--- src/rtl/udp_dispatch_pkg.sv ---
// Shared definitions for the UDP RX port dispatcher: metadata layout, FSM states
// and small helpers used by the dispatcher and its port matcher.
package udp_dispatch_pkg;

    localparam int UDP_META_W      = 176;

    localparam int REMOTE_IP_OFF   = 0;
    localparam int REMOTE_IP_W     = 128;
    localparam int REMOTE_PORT_OFF = 128;
    localparam int REMOTE_PORT_W   = 16;
    localparam int LOCAL_PORT_OFF  = 144;
    localparam int LOCAL_PORT_W    = 16;
    localparam int LENGTH_OFF      = 160;
    localparam int LENGTH_W        = 16;

    typedef enum logic [1:0] {
        ST_IDLE,
        ST_LOOKUP,
        ST_FWD,
        ST_DROP
    } dispatch_state_t;

    // Field order mirrors the bit layout: length occupies the top bits.
    typedef struct packed {
        logic [LENGTH_W-1:0]      length;
        logic [LOCAL_PORT_W-1:0]  local_port;
        logic [REMOTE_PORT_W-1:0] remote_port;
        logic [REMOTE_IP_W-1:0]   remote_ip;
    } udp_meta_t;

    function automatic int idx_width(input int n);
        return (n > 1) ? $clog2(n) : 1;
    endfunction

    function automatic logic [31:0] sat_inc(input logic [31:0] value);
        return (value == '1) ? value : value + 32'd1;
    endfunction

endpackage

--- src/rtl/udp_port_match.sv ---
// Combinational priority matcher: finds the lowest enabled port-table entry
// equal to the requested destination port.
module udp_port_match
    import udp_dispatch_pkg::*;
#(
    parameter int NUM_PORTS = 4,
    parameter int IDX_W     = 2
) (
    input  logic [LOCAL_PORT_W-1:0]  port,
    input  logic [16*NUM_PORTS-1:0]  port_table,
    input  logic [NUM_PORTS-1:0]     port_enable,
    output logic                     hit,
    output logic [IDX_W-1:0]         index
);

    always_comb begin
        hit   = 1'b0;
        index = '0;
        // Ascending scan guarded by hit keeps the lowest matching entry.
        for (int unsigned i = 0; i < NUM_PORTS; i++) begin
            if (!hit && port_enable[i] && (port_table[16*i +: 16] == port)) begin
                hit   = 1'b1;
                index = IDX_W'(i);
            end
        end
    end

endmodule

--- src/rtl/udp_rx_port_dispatch.sv ---
// Routes each UDP RX packet (metadata + payload) to the role channel whose
// port-table entry matches the destination port; unmatched packets go to a
// default channel or are drained and counted.
module udp_rx_port_dispatch
    import udp_dispatch_pkg::*;
#(
    parameter int WIDTH      = 64,
    parameter int NUM_PORTS  = 4,
    parameter int DEFAULT_EN = 0,
    parameter int DEFAULT_CH = 0
) (
    input  logic                    net_clk,
    input  logic                    net_aresetn,

    input  logic                    s_meta_valid,
    output logic                    s_meta_ready,
    input  logic [UDP_META_W-1:0]   s_meta_data,

    input  logic                    s_data_valid,
    output logic                    s_data_ready,
    input  logic [WIDTH-1:0]        s_data_data,
    input  logic [WIDTH/8-1:0]      s_data_keep,
    input  logic                    s_data_last,

    output logic [NUM_PORTS-1:0]    m_meta_valid,
    input  logic [NUM_PORTS-1:0]    m_meta_ready,
    output logic [UDP_META_W-1:0]   m_meta_data,

    output logic [NUM_PORTS-1:0]    m_data_valid,
    input  logic [NUM_PORTS-1:0]    m_data_ready,
    output logic [WIDTH-1:0]        m_data_data,
    output logic [WIDTH/8-1:0]      m_data_keep,
    output logic                    m_data_last,

    input  logic [16*NUM_PORTS-1:0] port_table,
    input  logic [NUM_PORTS-1:0]    port_enable,

    output logic [31:0]             fwd_count,
    output logic [31:0]             drop_count
);

    localparam int IDX_W = idx_width(NUM_PORTS);

    dispatch_state_t      state;
    udp_meta_t            meta_r;
    logic                 meta_ready_r;
    logic [IDX_W-1:0]     sel;
    logic                 meta_done;
    logic                 data_done;

    logic                 match_hit;
    logic [IDX_W-1:0]     match_idx;
    logic [IDX_W-1:0]     lookup_sel;
    logic [NUM_PORTS-1:0] lookup_oh;
    logic [NUM_PORTS-1:0] sel_oh;

    logic                 meta_hs;
    logic                 last_hs;
    logic                 pkt_done;

    udp_port_match #(
        .NUM_PORTS (NUM_PORTS),
        .IDX_W     (IDX_W)
    ) u_match (
        .port        (meta_r.local_port),
        .port_table  (port_table),
        .port_enable (port_enable),
        .hit         (match_hit),
        .index       (match_idx)
    );

    always_comb begin
        lookup_sel = match_hit ? match_idx : IDX_W'(DEFAULT_CH);
        lookup_oh  = '0;
        sel_oh     = '0;
        for (int unsigned i = 0; i < NUM_PORTS; i++) begin
            lookup_oh[i] = (lookup_sel == IDX_W'(i));
            sel_oh[i]    = (sel == IDX_W'(i));
        end
    end

    // Payload is a combinational pass-through; once the last beat is taken the
    // channel is closed so the next packet's data cannot slip in early.
    always_comb begin
        m_data_valid = '0;
        s_data_ready = 1'b0;
        case (state)
            ST_FWD: begin
                if (!data_done) begin
                    m_data_valid = sel_oh & {NUM_PORTS{s_data_valid}};
                    s_data_ready = |(sel_oh & m_data_ready);
                end
            end
            ST_DROP: s_data_ready = 1'b1;
            default: ;
        endcase
    end

    assign meta_hs  = |(m_meta_valid & m_meta_ready);
    assign last_hs  = s_data_valid & s_data_ready & s_data_last;
    assign pkt_done = (state == ST_FWD) & (meta_done | meta_hs) & (data_done | last_hs);

    assign s_meta_ready = meta_ready_r;
    assign m_meta_data  = meta_r;
    assign m_data_data  = s_data_data;
    assign m_data_keep  = s_data_keep;
    assign m_data_last  = s_data_last;

    always_ff @(posedge net_clk or negedge net_aresetn) begin
        if (!net_aresetn) begin
            state        <= ST_IDLE;
            meta_r       <= '0;
            meta_ready_r <= 1'b0;
            m_meta_valid <= '0;
            sel          <= '0;
            meta_done    <= 1'b0;
            data_done    <= 1'b0;
            fwd_count    <= '0;
            drop_count   <= '0;
        end else begin
            case (state)
                ST_IDLE: begin
                    meta_ready_r <= 1'b1;
                    if (s_meta_valid && meta_ready_r) begin
                        meta_r       <= s_meta_data;
                        meta_ready_r <= 1'b0;
                        state        <= ST_LOOKUP;
                    end
                end

                ST_LOOKUP: begin
                    meta_done <= 1'b0;
                    data_done <= 1'b0;
                    if (match_hit || (DEFAULT_EN != 0)) begin
                        sel          <= lookup_sel;
                        m_meta_valid <= lookup_oh;
                        state        <= ST_FWD;
                    end else begin
                        state <= ST_DROP;
                    end
                end

                ST_FWD: begin
                    if (meta_hs) begin
                        meta_done    <= 1'b1;
                        m_meta_valid <= '0;
                    end
                    if (last_hs) begin
                        data_done <= 1'b1;
                    end
                    if (pkt_done) begin
                        fwd_count    <= sat_inc(fwd_count);
                        meta_done    <= 1'b0;
                        data_done    <= 1'b0;
                        m_meta_valid <= '0;
                        meta_ready_r <= 1'b1;
                        state        <= ST_IDLE;
                    end
                end

                ST_DROP: begin
                    if (last_hs) begin
                        drop_count   <= sat_inc(drop_count);
                        meta_ready_r <= 1'b1;
                        state        <= ST_IDLE;
                    end
                end

                default: state <= ST_IDLE;
            endcase
        end
    end

endmodule

--- config.mk ---
export PLATFORM = sky130hd
export DESIGN_NAME = udp_rx_port_dispatch
export DESIGN_NICKNAME = d
export VERILOG_FILES = /design/src/rtl/udp_dispatch_pkg.sv /design/src/rtl/udp_port_match.sv /design/src/rtl/udp_rx_port_dispatch.sv
export SDC_FILE = /design/constraint.sdc
export NUM_CORES = 1
export LEC_CHECK = 0
export CORE_AREA = 2 2 256 258
export CTS_CLUSTER_DIAMETER = 30
export DETAILED_ROUTE_END_ITERATION = 8
export DIE_AREA = 0 0 258 260
export REMOVE_ABC_BUFFERS = 1
export SLEW_MARGIN = 15
export SYNTH_ARGS = -nofsm -noshare
export SYNTH_HDL_FRONTEND = slang
export SYNTH_HIERARCHICAL = 1
export SYNTH_SLANG_ARGS = --single-unit
--- constraint.sdc ---
create_clock -name net_clk -period 2.7 [get_ports net_clk]
set_input_delay 0.27 -clock net_clk [delete_from_list [all_inputs] [get_ports net_clk]]
set_output_delay 0.27 -clock net_clk [all_outputs]
set_load 0.02 [all_outputs]
Yosys cells after proc, flatten, opt, wreduce, memory -nomap -nowiden
Cells that the tools add are included.
W data, S select, Z words.
- add/subtract/negate cells: 2
- reductions and logical operators: 27
- multiplexer cells: 30
- equality and inequality tests: 21
- bitwise gates (word level): 11
- operators by type and width (cell ; count):
    $add A32 B1 Y32 const B ; 2
    $eq A16 B16 Y1 ; 4
    $eq A32 B32 Y1 const B ; 2
    $mux W4 ; 5
    $reduce_and A3 Y1 ; 5
    $mux W1 ; 13
    $and A4 B4 Y4 ; 3
    $eq A2 B2 Y1 const B ; 6
    $mux W2 ; 6
    $logic_and A1 B1 Y1 ; 8
    $ne A2 B2 Y1 const B ; 4
    $pmux W2 S4 ; 1
    $pmux W4 S2 ; 1
    $reduce_and A2 Y1 ; 4
    $reduce_or A4 Y1 ; 2
    $eq A2 B1 Y1 const B ; 3
    $logic_not A2 Y1 ; 3
    $ne A3 B3 Y1 const B ; 2
    $pmux W1 S2 ; 3
    $and A1 B1 Y1 ; 4
    $logic_not A1 Y1 ; 3
    $pmux W1 S3 ; 1
    $reduce_bool A3 Y1 ; 1
    $not A1 Y1 ; 2
    other kinds (2) ; 3
- word-level logic and storage cells: 103
- flip-flop bits (word level): 251
- input port bits: 329

Longest topological paths before layout
- depth in word-level cells: 19
- mapped depth: 10

By module
The synthesis kept the hierarchy.
- modules (own cells, without submodules) (module ; instances ; area each (µm²) ; cells an instance):
    udp_rx_port_dispatch ; 1 ; 10796.6 ; 819
    udp_port_match ; 1 ; 764.5 ; 95

Worst setup path after synthesis
No wires, ideal clock.
- kind: register to register
- start: register drop_count[3]
- end: register drop_count[1]
- arrival: 2255 ps
- data required time: 2572 ps
- path buffers: 2
- setup slack: 318 ps
- cell stages (with the launch flop): 8
- path through: dfrtp_1 -> nand3_2 -> or3_1 -> clkbuf_2 -> or4_1 -> clkbuf_2 -> nand2_1 -> mux2_1
- longest elaborated chain between the ends: 3
- ends and longest elaborated chain (item ; line ; RTL):
    from (decl) ; udp_rx_port_dispatch.sv:39 ; output logic [31:0] drop_count
    from (signal assigned) ; udp_rx_port_dispatch.sv:163 ; drop_count <= sat_inc(drop_count);
    $eq A32 B32 Y1 ; udp_dispatch_pkg.sv:36 ; return (value == '1) ? value : value + 32'd1;
    $not A1 Y1 (no line) ; n/a ;
    $reduce_and A3 Y1 (no line) ; n/a ;
Every way passes these cells.
A chain may end at the register's enable or synchronous reset.

Final worst setup path
- start: register meta_r, in the netlist m_meta_data[149]
- end: register m_meta_valid[2]
- longest elaborated chain between the ends: 19
- elaborated cells between the ends (all ways): 27
- those cells by class: 6 x eq/ne; 10 x mux; 11 x reduce/logical
- ends and longest elaborated chain (item ; line ; RTL):
    from (decl) ; udp_rx_port_dispatch.sv:45 ; udp_meta_t meta_r;
    from (signal assigned) ; udp_rx_port_dispatch.sv:125 ; meta_r <= s_meta_data;
    $eq A16 B16 Y1 ; udp_port_match.sv:21 ; if (!hit && port_enable[i] && (port_table[16*i +: 16] == port)) begin
    $logic_and A1 B1 Y1 ; udp_port_match.sv:21 ;
    $mux W1 ; udp_port_match.sv:21 ;
    $logic_not A1 Y1 ; udp_port_match.sv:21 ;
    $logic_and A1 B1 Y1 (2 in series) ; udp_port_match.sv:21 ;
    $mux W1 ; udp_port_match.sv:21 ;
    $logic_not A1 Y1 ; udp_port_match.sv:21 ;
    $logic_and A1 B1 Y1 (2 in series) ; udp_port_match.sv:21 ;
    $mux W1 ; udp_port_match.sv:21 ;
    $logic_not A1 Y1 ; udp_port_match.sv:21 ;
    $logic_and A1 B1 Y1 (2 in series) ; udp_port_match.sv:21 ;
    $mux W1 (*) ; udp_port_match.sv:21 ;
    net match_hit ; udp_rx_port_dispatch.sv:51 ; logic match_hit;
    $mux W2 ; udp_rx_port_dispatch.sv:73 ; lookup_sel = match_hit ? match_idx : IDX_W'(DEFAULT_CH);
    $eq A2 B2 Y1 ; udp_rx_port_dispatch.sv:77 ; lookup_oh[i] = (lookup_sel == IDX_W'(i));
    $mux W4 ; udp_rx_port_dispatch.sv:134 ; if (match_hit || (DEFAULT_EN != 0)) begin
    $pmux W4 S2 ; udp_rx_port_dispatch.sv:121 ; case (state)
    to (signal assigned) ; udp_rx_port_dispatch.sv:136 ; m_meta_valid <= lookup_oh;
    to (decl) ; udp_rx_port_dispatch.sv:25 ; output logic [NUM_PORTS-1:0] m_meta_valid,
Mark *: on every way through the listed nets, which the timed path passes. The rest lies on a longest branch. The select of a mux whose other input is x is not followed.

==> results <==
[power by group]
part           total, mW  internal, mW  switching (mW)
Sequential          6.33          5.27            1.06
Clock               9.01          6.32            2.69
Combinational       9.28          4.94            4.34
Total               24.6          16.5            8.09
[placed cells by master, fill, tap and decap left out, types with 5 or more instances in the layout]
cell / Yosys / final
nand4_1: 39 / 39
nor4_1: 12 / 7
dfrtp_1: 251 / 242
nor3_1: 30 / 28
clkinvlp_4: 0 / 5
bufinv_16: 0 / 10
nand3_1: 27 / 27
clkinv_2: 0 / 14
o21ai_0: 5 / 5
clkbuf_1: 21 / 10
xor2_1: 48 / 47
clkdlybuf4s50_1: 0 / 505
diode_2: 0 / 7
clkbuf_16: 0 / 74
buf_4: 73 / 66
and3_1: 10 / 10
buf_12: 0 / 7
dfrtp_2: 0 / 9
nand2_1: 35 / 35
clkbuf_8: 0 / 12
mux2_2: 183 / 183
inv_1: 9 / 9
xnor2_1: 76 / 73
nor2_1: 27 / 27
[worst paths after layout]
kind	startpoint	to	slack, ps
worst max-delay path	m_meta_data[149]	m_meta_valid[2]	60
worst min-delay path	net_aresetn	drop_count[20]	250
worst max register to register	m_meta_data[149]	m_meta_valid[2]	60
worst min register to register	fwd_count[27]	fwd_count[27]	490
max in group asynchronous	net_aresetn	m_meta_data[145]	1490
min in group net_clk	s_meta_data[49]	m_meta_data[49]	280
[kinds of logic after synthesis]
kind of cell               count (synthesis)  share of synthesized area
adders and majority gates                  2                   0.002164
DFF                                      251                     0.5433
AOI/OAI and AO/OA                         25                    0.01602
xor gates and xnor gates                 124                    0.09394
and+or+nand+nor                          213                     0.1003
buffers and inverters                    112                    0.06136
muxes                                    187                     0.1829
[layout make-up]
class	instances	area, µm²	share of cell area
Antenna cell	7	17.52	0.0008556
Clock buffer	96	2054	0.1004
Clock inverter	37	571.8	0.02793
Inverter	9	33.78	0.001650
Multi-Input combinational cell	551	4693	0.2293
Sequential cell	251	6292	0.3074
Tap cell	855	1070	0.05226
Timing Repair Buffer	582	5739	0.2803
[worst register-to-register path: cells and delay by family, from the launching register on]
kind	cells	cell delay [ps]
simple gates	5	1100
flops	1	470
compound gates	2	320
mux	1	270
buf+inv	1	160
xor+xnor	1	150
[metrics by stage]
step	power (mW)	setup TNS, ps	instance area [µm²]
after floorplan	10.42	-2014410	10890
after global placement	15.41	-2578	17590
after detailed placement	15.52	-2478	17590
after CTS	24.86	0	20290
after global routing	25.83	-78.15	20460
final	24.62	0	20470
[layer usage]
metal / GRT usage / vias to the layer above
met5: 0.04843 / -
met4: 0.05186 / 26
met3: 0.1151 / 106
met2: 0.2224 / 599
met1: 0.1626 / 4770
li1: - / 4311
[synth_stat cells, types with 3 or more instances]
cell	count	share of area
nor3b_1	4	0.0026
xor2_1	48	0.036
dfrtp_1	251	0.54
clkbuf_1	21	0.0068
buf_4	73	0.047
buf_2	3	0.0013
a21oi_1	3	0.0013
o21ai_0	5	0.0022
nand2_1	35	0.011
and4_1	3	0.0023
and3_1	10	0.0054
o2111ai_1	3	0.0023
clkbuf_2	3	0.0013
mux2_2	183	0.18
nor2_1	27	0.0088
and4b_1	3	0.0026
xnor2_1	76	0.058
inv_1	9	0.0029
and2_1	3	0.0016
or3_1	3	0.0016
nand4_1	39	0.021
nand3_1	27	0.012
nor3_1	30	0.013
nor4_1	12	0.0065
[registers in the layout (all words and copies together) (netlist names)]
| signal | flops |
|---|---|
| m_meta_valid | 4 |
| fwd_count | 32 |
| meta_done | 1 |
| data_done | 1 |
| sel | 2 |
| m_meta_data | 176 |
| s_meta_ready | 1 |
| drop_count | 32 |
| state | 2 |
[what timing repair did]
action	4_1_cts	5_1_grt
hold buffers	1	0
resized for setup	13	17
pin swaps	3	10
endpoints found under the hold margin	53	0
buffers inserted	2	12
setup endpoints to repair	11	7
cloned	0	0
==> reports/results.ini <==
[route]
drcViolationCount=0
wl_met1_um=19160
routed_wl_um=51980
ant_nets=0
drt-pass1-iter-count=4
wl_met3_um=8396
via_count=9812
wl_per_cell_um=21.77
via_per_inst=4.109
drt-initial-drc-count=478
wl_met2_um=22820
top_layer=met5

[placement]
dpl.cell_count=2234
dpl.hpwl_um=41080
io_buffers=507
place_ws_ps=-417.9
gp_congestion=0.8241

[global_routing]
grt_pass1_wl_um=73220
grt_max_degree=69
overflow=0
grt_pass1_vias=10370
antenna_found_initial=24
track_usage=0.1514

[sta]
drv_slew=0
timing.final.ws_setup_ps=57.17
max_freq_mhz=378.4
timing.final.hold_violations=0
whs_ps=247.3
fin_crit_ps=2643
worstMarginPinSlew_ps=590.2
rsz0062_at_grt=true
skew_ps=55.38
finalSetupViolations=0
finalCritPeriodShare=0.9788
slew_headroom=0.5964

[power_and_ir_drop]
p_leak_nw=8.365
peakVddDrop_v=0.0007869
p_per_area_nw_per_um2=1203

[cts]
path_clk_slew_ps=40
cts_max_level=3
root_buffer=clkbuf_16
cts_tree=done
clk_latency_ps=600
cts_buffers=74
clockBufferDepth=3
cts.sinks=251

[yosys]
synth_edf_count=0
ys_ff_latch=251
synthArstFlopShare=1.000
synth_cell_types=55
synth.yosys.warnings=6
synth_seq_area_share=0.5433
avgSynthCellArea_um2=12.65
netlist_area_um2=11560
ys_dominant_reg_cell=dfrtp_1
netlist_instances=914

[worst_setup_path]
worst-path-stages=10
reg2reg_depth=10
cpLargestDelayFamily=simple AND/OR/NAND/NOR gates
crit_chain=buf_4, xnor2_1, nand4_1, nor4_4, a2bb2o_4, or2_4, nor2b_4, nand2_1, o211a_1, mux2_2
crit_path_top_delay_cell=dfrtp_2
path_class=reg -> reg
critPathLaunchType=flop
arrival_ps=3070
critPathMaxStageDelay_ps=470
cp-end-kind=flop
cp.required_ps=3120
path_max_fanout=6
path_buf_inv=1

[floorplanning]
io_pins=652
start_util=0.1803
die_area_um2=67080
fp.dieW_um=258
die_h_um=260
core_um2=64120
row_count=93

[status]
status=finished clean

[finish]
fin_cells=2388
fin_util=0.3193
nFillCells=6373
drive_gt1_frac=0.2700
nets=1800
area_growth_syn_to_layout_pct=77.08

[job]
cap_violations=0

[hold_path]
hold_class=in -> async

(Power assumes the default switching activity.)
